File: src/rtl/systolic_pq_sched.sv
// systolic_pq_sched
//   Front-end scheduler for the systolic priority queue. Round-robin arbitration
//   of NREQ insert requesters onto the queue's single insert port, min-extract
//   requests from one consumer, and a flush sequence that drains the queue
//   through repeated extracts. Operations are issued only while `even`=1.
//   An occupancy count guards against overfilling and over-draining.
//
// Ports
//   clk, rst       clock / asynchronous active-low reset
//   even           queue phase; issue slots exist only while high
//   req_valid/data per-requester insert request and entry
//   req_rdy        one-hot grant (combinational)
//   deq_req/ack    consumer extract request / extract issued this cycle
//   flush          start a drain to empty (sampled in RUN)
//   flush_done     one-cycle pulse when the drain completes
//   pq_ivalid/idata insert strobe and entry to the queue (+inf when idle)
//   pq_ovalid      extract strobe to the queue
//   pq_irdy        queue can accept an insert
//   count/full/empty occupancy and flags
//
// State table
//   state   | meaning
//   S_RUN   | normal operation: extracts first, then round-robin inserts
//   S_DRAIN | one extract per slot until empty, then flush_done and back to RUN

module systolic_pq_sched #(
    parameter int KW       = 8,
    parameter int VW       = 4,
    parameter int NREQ     = 4,
    parameter int CAPACITY = 4
) (
    input  logic                     clk,
    input  logic                     rst,
    input  logic                     even,
    input  logic [NREQ-1:0]          req_valid,
    input  logic [NREQ*(KW+VW)-1:0]  req_data,
    output logic [NREQ-1:0]          req_rdy,
    input  logic                     deq_req,
    output logic                     deq_ack,
    input  logic                     flush,
    output logic                     flush_done,
    output logic                     pq_ivalid,
    output logic [KW+VW-1:0]         pq_idata,
    output logic                     pq_ovalid,
    input  logic                     pq_irdy,
    output logic [3:0]               count,
    output logic                     full,
    output logic                     empty
);

    localparam int EW = KW + VW;
    localparam int PW = (NREQ > 1) ? $clog2(NREQ) : 1;

    typedef enum logic {S_RUN, S_DRAIN} state_t;

    state_t          state_q, state_d;
    logic [PW-1:0]   ptr_q, ptr_d;
    logic [3:0]      count_q, count_d;
    logic            slot;
    logic [PW-1:0]   gnt_idx;
    logic            gnt_found;

    // rst is folded into the slot so every strobe is forced low during reset
    assign slot  = even & rst;
    assign count = count_q;
    assign full  = (count_q == 4'(CAPACITY));
    assign empty = (count_q == 4'd0);

    // First valid requester at or after ptr, wrapping modulo NREQ
    always_comb begin
        logic [PW-1:0] idx;
        idx       = '0;
        gnt_idx   = '0;
        gnt_found = 1'b0;
        for (int k = 0; k < NREQ; k++) begin
            idx = PW'((int'(ptr_q) + k) % NREQ);
            if (!gnt_found && req_valid[idx]) begin
                gnt_found = 1'b1;
                gnt_idx   = idx;
            end
        end
    end

    always_comb begin
        state_d    = state_q;
        ptr_d      = ptr_q;
        count_d    = count_q;
        req_rdy    = '0;
        deq_ack    = 1'b0;
        pq_ivalid  = 1'b0;
        pq_ovalid  = 1'b0;
        flush_done = 1'b0;
        case (state_q)
            S_RUN: begin
                if (slot && deq_req && !empty) begin
                    pq_ovalid = 1'b1;
                    deq_ack   = 1'b1;
                    count_d   = count_q - 4'd1;
                end else if (slot && !full && pq_irdy && gnt_found) begin
                    req_rdy[gnt_idx] = 1'b1;
                    pq_ivalid        = 1'b1;
                    count_d          = count_q + 4'd1;
                    ptr_d            = (gnt_idx == PW'(NREQ - 1)) ? '0 : gnt_idx + PW'(1);
                end
                // an operation issued alongside the flush request still completes
                if (flush) begin
                    state_d = S_DRAIN;
                end
            end
            S_DRAIN: begin
                // completion does not wait for a slot
                if (empty) begin
                    flush_done = 1'b1;
                    state_d    = S_RUN;
                end else if (slot) begin
                    pq_ovalid = 1'b1;
                    count_d   = count_q - 4'd1;
                end
            end
            default: state_d = S_RUN;
        endcase
    end

    // idle insert data is +infinity so the queue never sees a stale key
    always_comb begin
        pq_idata = '1;
        if (pq_ivalid) begin
            pq_idata = req_data[gnt_idx*EW +: EW];
        end
    end

    always_ff @(posedge clk or negedge rst) begin
        if (!rst) begin
            state_q <= S_RUN;
            ptr_q   <= '0;
            count_q <= 4'd0;
        end else begin
            state_q <= state_d;
            ptr_q   <= ptr_d;
            count_q <= count_d;
        end
    end

endmodule

File: config.mk
export PLATFORM = sky130hd
export DESIGN_NAME = systolic_pq_sched
export DESIGN_NICKNAME = d
export VERILOG_FILES = /design/src/rtl/systolic_pq_sched.sv
export SDC_FILE = /design/constraint.sdc
export NUM_CORES = 1
export LEC_CHECK = 0
export ABC_AREA = 1
export CORE_ASPECT_RATIO = 2
export CORE_MARGIN = 5
export CORE_UTILIZATION = 35
export CTS_BUF_LIST = sky130_fd_sc_hd__clkbuf_4 sky130_fd_sc_hd__clkbuf_8
export CTS_CLUSTER_SIZE = 28
export DETAILED_ROUTE_END_ITERATION = 10
export MAX_ROUTING_LAYER = met4
export PLACE_DENSITY = 0.78
export SLEW_MARGIN = 15
export SYNTH_ARGS = -nofsm -noshare
export SYNTH_HDL_FRONTEND = slang
export SYNTH_SLANG_ARGS = --single-unit
export TNS_END_PERCENT = 20
File: constraint.sdc
create_clock -name clk -period 1.8 [get_ports clk]
set_input_delay 0.36 -clock clk [delete_from_list [all_inputs] [get_ports clk]]
set_output_delay 0.36 -clock clk [all_outputs]
set_load 0.05 [all_outputs]
## Yosys cells after proc, flatten, opt, wreduce, memory -nomap -nowiden

Cells that the tools add are included.

| storage, ports and cells | value |
|---|---|
| input bits | 58 |
| memories kept | 0 |
| register bits | 7 |
| latch bits | 0 |
| memory bits (writable) | 0 |
| output and inout port bits | 26 |
| ROM bits | 0 |
| logic and storage cells | 83 |

| cells by class | value |
|---|---|
| $add $sub $neg | 6 |
| reductions and logical operators | 17 |
| eq/ne operators | 5 |
| order comparisons | 6 |
| shifts and indexed selects | 1 |
| multiplexer cells | 41 |
| $mul | 1 |
| div/mod/pow operators | 0 |
| bitwise logic cells | 3 |

Operators by type and width:

| kind | number |
|---|---|
| indexed part select 48 x 7 -> 12 bit | 1 |
| two-way mux 4 bit | 7 |
| two-way mux 1 bit | 20 |
| < comparator 2 x 3 -> 1 bit (second input constant) | 5 |
| two-way mux 12 bit | 1 |
| two-way mux 2 bit | 5 |
| logical AND 1 bit | 9 |
| binary-select mux 1 bit (select 2 bit) | 4 |
| case mux 4 bit (2 select lines) | 1 |
| AND reduction 3 bit | 2 |
| logical NOT 1 bit | 5 |
| adder 2 x 1 -> 2 bit (second input constant) | 2 |
| adder 2 bit (second input constant) | 2 |
| adder 4 x 1 -> 4 bit (second input constant) | 1 |
| equality test 4 x 3 -> 1 bit (second input constant) | 1 |
| logical NOT 4 bit | 1 |
| multiplier 2 x 2 -> 4 bit (second input constant) | 1 |
| case mux 1 bit (2 select lines) | 2 |
| subtractor 4 x 1 -> 4 bit (second input constant) | 1 |
| != test 3 bit (second input constant) | 1 |
| demux 1 bit (select 2 bit) | 1 |
| equality test 2 bit (second input constant) | 1 |
| >= comparator 2 x 1 -> 1 bit (second input constant) | 1 |
| != test 2 x 1 -> 1 bit (second input constant) | 1 |
| 3 further kinds | 4 |

## Longest topological paths before layout

Gate-level depths: netlist of run 1.

| logic depth | value |
|---|---|
| depth in word-level cells | 19 |
| mapped depth | 14 |
| depth with buffers taken out | 13 |

## Least setup slack after synthesis of run 1

No wires, ideal clock.

| timing path | value |
|---|---|
| kind | register to output |
| start point | register count_q[0] (netlist: count[0]) |
| end point | output pq_idata[0] |
| setup slack | -1644 ps |
| required time | 1440 ps |
| cell stages (with the launch flop) | 10 |
| arrival | 3084 ps |
| buffers on the path | 1 |
| cell sequence | dfrtp_1 -> inv_1 -> ha_1 -> inv_1 -> nor3_1 -> nor3b_1 -> nand2_1 -> nor2_4 -> buf_4 -> nand3_1 |

| between the ends | value |
|---|---|
| cells in the longest elaborated chain, start to end | 9 |
| elaborated cells on any way between the ends | 12 |
| classes of those cells | eq/ne (1); mux (4); reduce/logical (7) |

Ends and longest elaborated chain:

| what | line | RTL |
|---|---|---|
| start, declared | 58 | `logic [3:0] count_q, count_d;` |
| start signal, assigned | 140 | `count_q <= count_d;` |
| equality test 4 x 3 -> 1 bit | 66 | `assign full = (count_q == 4'(CAPACITY));` |
| net full | 47 | `output logic full,` |
| logical NOT 1 bit | 99 | `end else if (slot && !full && pq_irdy && gnt_found) begin` |
| logical AND 1 bit (3 in series) | 99 |  |
| two-way mux 1 bit | 99 |  |
| two-way mux 1 bit | 95 | `if (slot && deq_req && !empty) begin` |
| two-way mux 1 bit | 93 | `case (state_q)` |
| net pq_ivalid | 42 | `output logic pq_ivalid,` |
| two-way mux 12 bit | 127 | `if (pq_ivalid) begin` |
| end, declared | 43 | `output logic [KW+VW-1:0] pq_idata,` |

The timed path passes the listed nets, and every way through them passes these cells.

## Final worst setup path of run 1

| timing path | value |
|---|---|
| start point | register count_q[0] (netlist: count[0]) |
| end point | output req_rdy[1] |

| between the ends | value |
|---|---|
| cells in the longest elaborated chain, start to end | 8 |
| elaborated cells on any way between the ends | 11 |
| classes of those cells | eq/ne (1); mux (3); reduce/logical (7) |

Ends and longest elaborated chain:

| what | line | RTL |
|---|---|---|
| equality test 4 x 3 -> 1 bit | 66 |  |
| logical NOT 1 bit | 99 |  |
| logical AND 1 bit (3 in series) | 99 |  |
| two-way mux 4 bit | 99 |  |
| two-way mux 4 bit * | 95 |  |
| two-way mux 4 bit * | 93 |  |
| end, declared | 37 | `output logic [NREQ-1:0] req_rdy,` |

Mark *: on every way between the ends. The rest lies on a longest branch, timed or not.

==> results of run 1 <==
==> state kept, by name, indices dropped and copies added, names as in the netlist <==
register,cells
state_q,1
ptr_q,2
count,4
==> layer usage <==
| layer | share of wire, % | global-route usage (%) | vias up |
|---|---|---|---|
| met5 | 0 | - | - |
| met4 | 5.9 | 9.60 | 0 |
| met3 | 6.3 | 2.44 | 56 |
| met2 | 55 | 45.1 | 182 |
| met1 | 33 | 20.9 | 1209 |
| li1 | - | - | 1061 |
==> metrics by stage <==
step | util (%) | cells | area (µm²) | hold slack [ns]
CTS | 86.3 | 428 | 3280 | 0.195
finish | 94.0 | 436 | 3580 | 0.199
global route | 94.0 | 436 | 3580 | 0.207
global placement | 76.3 | 410 | 2900 | 0.553
floorplan | - | 253 | 1550 | 0.0644
detailed placement | 76.3 | 410 | 2900 | 0.579
==> final timing paths <==
check,from,end,slack [ns],cells after the start
worst max-delay path,count[0],req_rdy[1],-0.99,11
worst min-delay path,rst,state_q,0.20,2
worst max register to register,ptr_q[0],ptr_q[1],-0.33,12
worst min register to register,count[0],count[0],0.62,2
max in group asynchronous,rst,count[0],1.44,2
min in group clk,count[0],count[0],0.62,2
==> worst max-delay path, cell delays in order (launching register included) <==
cell,delay (ns)
dfrtp_2,0.36
inv_2,0.06
ha_4,0.17
inv_4,0.08
nor3_4,0.06
nor3b_1,0.37
buf_4,0.21
nand2_2,0.09
nor2_4,0.28
inv_2,0.09
nor3_4,0.25
buf_12,0.17
==> what timing repair did <==
action | 4_1_cts | 5_1_grt
setup buffers | 12 | 6
resized for setup | 51 | 54
gates cloned | 2 | 2
endpoints found under the hold margin | 0 | 0
endpoints found under the setup margin | 26 | 26
pin swaps | 18 | 25
==> synth_stat cells (2+ instances only) <==
master / instances
xnor2_1: 2
a21oi_1: 2
ha_1: 3
inv_2: 2
nor3_2: 2
buf_6: 2
nor2_1: 9
buf_4: 4
dfrtp_1: 7
nand2_1: 92
inv_1: 41
nand2_4: 2
nor2_4: 2
nand3_2: 4
xor2_1: 2
nand2_2: 3
o21ai_0: 6
nand3_1: 54
buf_2: 4
==> area by class of cell <==
type	count	area [µm²]
repair buffers	138	1680
multi-input cells	192	1430
fillers	113	226
flip-flops and latches	7	179
inverters	43	170
well taps	51	63.8
clock buffers	4	48.8
repair inverters	1	7.51
==> kinds of logic (layout without fill, tap and decap cells) <==
group	after synthesis	after routing	synth area share [%]
flip-flops	7	7	12.9
adder cells (fa/ha/maj)	3	3	2.76
AND/OR/NAND/NOR	174	174	59.7
AO/OA/AOI/OAI	11	11	4.51
XOR/XNOR	4	4	2.58
buffers and inverters	54	186	17.6
==> power by group <==
group | leakage [nW] | internal [mW] | switching [mW]
sequential | 0.0765 | 0.242 | 0.120
clock | 0.0262 | 0.170 | 0.0873
combinational | 1.56 | 3.23 | 4.05
total | 1.66 | 3.64 | 4.25
==> results.py, run 1 <==
metrics = {
    "synth": {
        "syn_area_um2": 1360,
        "yosysWarnings": 0,
        "synth_area_leader_cell": "nand2_1",
        "ys_types": 29,
        "synth_fp_nets": 314,
        "synthTopCellsByArea": "nand2_1, nand3_1, dfrtp_1",
        "ys_seq_area_share_pct": 12.9,
        "avgSynthCellArea_um2": 5.38,
        "synth_ff_type": "dfrtp_1",
        "synth_edf_count": 0,
        "postSynthRegisterBits": 7,
        "syn_inst": 253,
        "async_flop_share_pct": 100,
        "synth_top_area_share_pct": 25.4,
    },
    "run_status": {
        "violations": "setup timing",
        "status": "finished with violations",
    },
    "die": {
        "fp.coreArea_um2": 3800,
        "start_util_pct": 35.8,
        "io_pins": 84,
        "die_w_um": 54.1,
        "die_y_um": 98.2,
        "rows": 32,
        "dieArea_um2": 5310,
    },
    "timing": {
        "worst_slack_ns": -0.988,
        "setup_viol": 26,
        "finalSetupTns_ns": -18.10,
        "tightest_slew_ns": 0.526,
        "final_max_slew_viol_count": 0,
        "hold_viol": 0,
        "skew_ns": 0.00954,
        "min_period_ns": 2.79,
        "max-slew-margin-rel_pct": 64.5,
        "fin_crit_sh_pct": 155,
        "fmax_mhz": 359,
        "rsz0062_at_grt": "true",
    },
    "route": {
        "antenna_left": 0,
        "drc": 0,
        "wl_per_cell_um": 21.5,
        "drtIter0Drc": 84,
        "viasPerCell": 5.75,
        "dr.pass1.iters": 5,
        "vias": 2508,
        "routed_wl_um": 9360,
    },
    "grt": {
        "grt_pass1_wl_um": 9300,
        "grt_max_degree": 25,
        "grt_usage_pct": 23.3,
        "grt_pass1_vias": 2212,
        "grt_overflow": 0,
        "antenna_found_initial": 0,
    },
    "pwr": {
        "power.total_mw": 7.89,
        "leakage_nw": 1.66,
        "peakVddDrop_v": 0.00196,
        "power_density_nw_per_um2": 2210,
    },
    "cells_and_area": {
        "final_common_cell": "clkdlybuf4s50_1",
        "drive_above_1_share_pct": 50.4,
        "n_antenna_cell": 0,
        "nNetsFinal": 447,
        "layout_common_cells": "clkdlybuf4s50_1, nand2_1, buf_4, nand2_2, buf_12",
        "area_growth_pct": 163,
    },
    "place": {
        "dpl_worst_slack_ns": -0.788,
        "io_buffer_count": 83,
        "gp_congestion": 0.923,
        "hpwl_um": 4250,
    },
    "setup_path": {
        "arrival_ns": 2.43,
        "crit_fanout": 5,
        "end_kind": "output pin",
        "critPathLaunchType": "flop",
        "criticalPathCategory": "flop to output pin",
        "cp.required_ns": 1.44,
    },
    "clock_network": {
        "cts_root_buf": "clkbuf_8",
        "cts_sinks": 7,
        "holdBufCountCts": 0,
        "cts.clk_slew.worst_paths_ns": 0.05,
        "cts_made_buffers": 3,
        "clk_path_buf_depth": 2,
        "cts_htree_levels": 1,
        "insertion_delay_ns": 0.24,
        "cts_tree": "built",
    },
    "min_path": {
        "hold_class": "input port to async pin",
    },
    "run": {
        "drv_cap": 0,
    },
}
Power figures use the tool's default switching activity.
==> run 2: changes to the inputs <==
Settings changed: CORE_UTILIZATION 35 to 38, PLACE_DENSITY 0.78 to 0.8.
Clock period 1.8 ns to 2.9 ns, I/O delays scaled along.
==> run 2 against run 1 <==
The flow now finishes without violations. Sequential power is 35% lower. Global-route usage is 1.5 points lower. First-iteration DRC count is 70% lower. Clock power is 47% lower. Sequential cell count stayed put. Critical path depth is 3 lower. Worst setup slack better by 1.1 ns. Clock skew is 0.0073 ns lower. Non-clock buffer count is 37 lower.
==> results.py, run 2 (same netlist as run 1, synthesis figures left out) <==
metrics = {
    "setup_path": {
        "r2r_end": "ptr_q[1]",
        "arrival_ns": 2.18,
        "cp.required_ns": 2.32,
        "crit_fanout": 8,
        "r2r-start": "ptr_q[0]",
        "r2r_cells": 11,
        "critPathLaunchType": "input port",
        "r2r_slack_ns": 0.95,
        "end_kind": "output pin",
        "criticalPathCategory": "input port to output pin",
        "worstSetupStartpoint": "rst",
        "critPathCapture": "pq_idata[11]",
    },
    "die": {
        "die_y_um": 94.6,
        "fp.coreArea_um2": 3420,
        "io_pins": 84,
        "die_w_um": 52.3,
        "rows": 30,
        "start_util_pct": 39.8,
        "dieArea_um2": 4950,
    },
    "cells_and_area": {
        "final_common_cell": "nand2_1",
        "largest_reg_flops": 4,
        "area_growth_pct": 115,
        "n_antenna_cell": 0,
        "fillers": 199,
        "nNetsFinal": 409,
        "layout_common_cells": "nand2_1, clkdlybuf4s50_1, nand3_1, inv_1, nand2_2",
        "drive_above_1_share_pct": 34.0,
    },
    "route": {
        "wl_per_cell_um": 13.6,
        "vias": 1943,
        "routed_wl_um": 5370,
        "dr.pass1.iters": 4,
        "drtIter0Drc": 25,
        "drc": 0,
        "viasPerCell": 4.92,
        "antenna_left": 0,
    },
    "grt": {
        "grt_max_degree": 25,
        "grt_pass1_wl_um": 8230,
        "grtUsageMet2_pct": 44.2,
        "antenna_found_initial": 0,
        "globalRouteMet3Util_pct": 3.16,
        "grt_overflow": 0,
        "use_met1_pct": 19.7,
        "grt-busiest-layer": "met2",
        "grt_pass1_vias": 1959,
        "grt_usage_pct": 21.8,
    },
    "clock_network": {
        "cts_htree_levels": 1,
        "cts_tree": "built",
        "cts_root_buf": "clkbuf_8",
        "insertion_delay_ns": 0.23,
        "clk_path_buf_depth": 2,
        "cts_made_buffers": 3,
        "cts_sinks": 7,
        "cts.clk_slew.worst_paths_ns": 0.04,
    },
    "timing": {
        "hold-worst-slack_ns": 0.525,
        "min_period_ns": 2.76,
        "fmax_mhz": 362,
        "max-slew-margin-rel_pct": 65.1,
        "fin_crit_sh_pct": 95.1,
        "setup_viol": 0,
        "rsz0062_at_grt": "false",
        "skew_ns": 0.00225,
        "worst_slack_ns": 0.141,
        "final_max_slew_viol_count": 0,
        "tightest_slew_ns": 0.516,
        "hold_viol": 0,
        "finalSetupTns_ns": 0,
    },
    "pwr": {
        "leakage_nw": 1.38,
        "peakVddDrop_v": 0.000649,
        "power_density_nw_per_um2": 1110,
    },
    "min_path": {
        "hold_class": "flop to flop",
    },
    "place": {
        "io_buffer_count": 83,
        "dpl_worst_slack_ns": -0.190,
        "gp_congestion": 0.826,
        "hpwl_um": 4200,
    },
    "run": {
        "drv_cap": 0,
    },
    "run_status": {
        "status": "completed",
    },
}
-- run 2: routing by layer --
metal | up-vias | part of all wire (%)
li1 | 979 | -
met1 | 881 | 33
met2 | 74 | 60
met3 | 9 | 5.8
met4 | 0 | 1.7
met5 | - | 0
-- run 2: critical path, stage by stage --
cell,delay [ns]
clkdlybuf4s50_1,0.50
nand2_1,0.10
nor3b_2,0.24
nand2_2,0.09
nor2_4,0.21
buf_12,0.18
nand3_2,0.10
buf_12,0.16
-- run 2: worst min-delay path by stage --
stage	start	slack (ns)	cells past startpoint	to
detailed placement	count[0]	0.52	1	count[0]
global placement	count[0]	0.52	1	count[0]
floorplan	rst	0.28	0	count[0]
finish	count[0]	0.53	1	count[0]
global route	count[0]	0.54	1	count[0]
CTS	count[0]	0.52	1	count[0]
-- run 2: layout make-up --
type                       instances  area [µm²]  share of cell area [%]
tap                               48        60.1                    2.06
timing repair buffer             101        1220                    42.0
clock buffer                       3        41.3                    1.42
clock inverter                     1        5.00                   0.172
multi-input combinational        192        1240                    42.6
inverter                          43         165                    5.66
sequential                         7         179                    6.13
-- run 2: timing repair --
action,in CTS,in global routing
setup endpoints to repair,16,17
pin swaps,3,8
gates cloned,0,0
hold endpoints to repair,0,0
setup buffers,1,3
resized for setup,23,30
hold buffers,0,0
-- run 2: stage by stage --
stage	instances	utilization, %	area [µm²]	power (mW)
floorplan	253	-	1530	1.98
global placement	387	77.9	2660	2.63
CTS	392	82.3	2810	3.08
global route	395	85.4	2920	3.51
detailed placement	387	77.9	2660	2.68
finish	395	85.4	2920	3.24
-- run 2: power breakdown --
| part | switching (mW) | total (mW) | internal, mW |
|---|---|---|---|
| clock | 0.0437 | 0.137 | 0.0931 |
| combinational | 1.77 | 2.87 | 1.10 |
| sequential | 0.0855 | 0.236 | 0.150 |
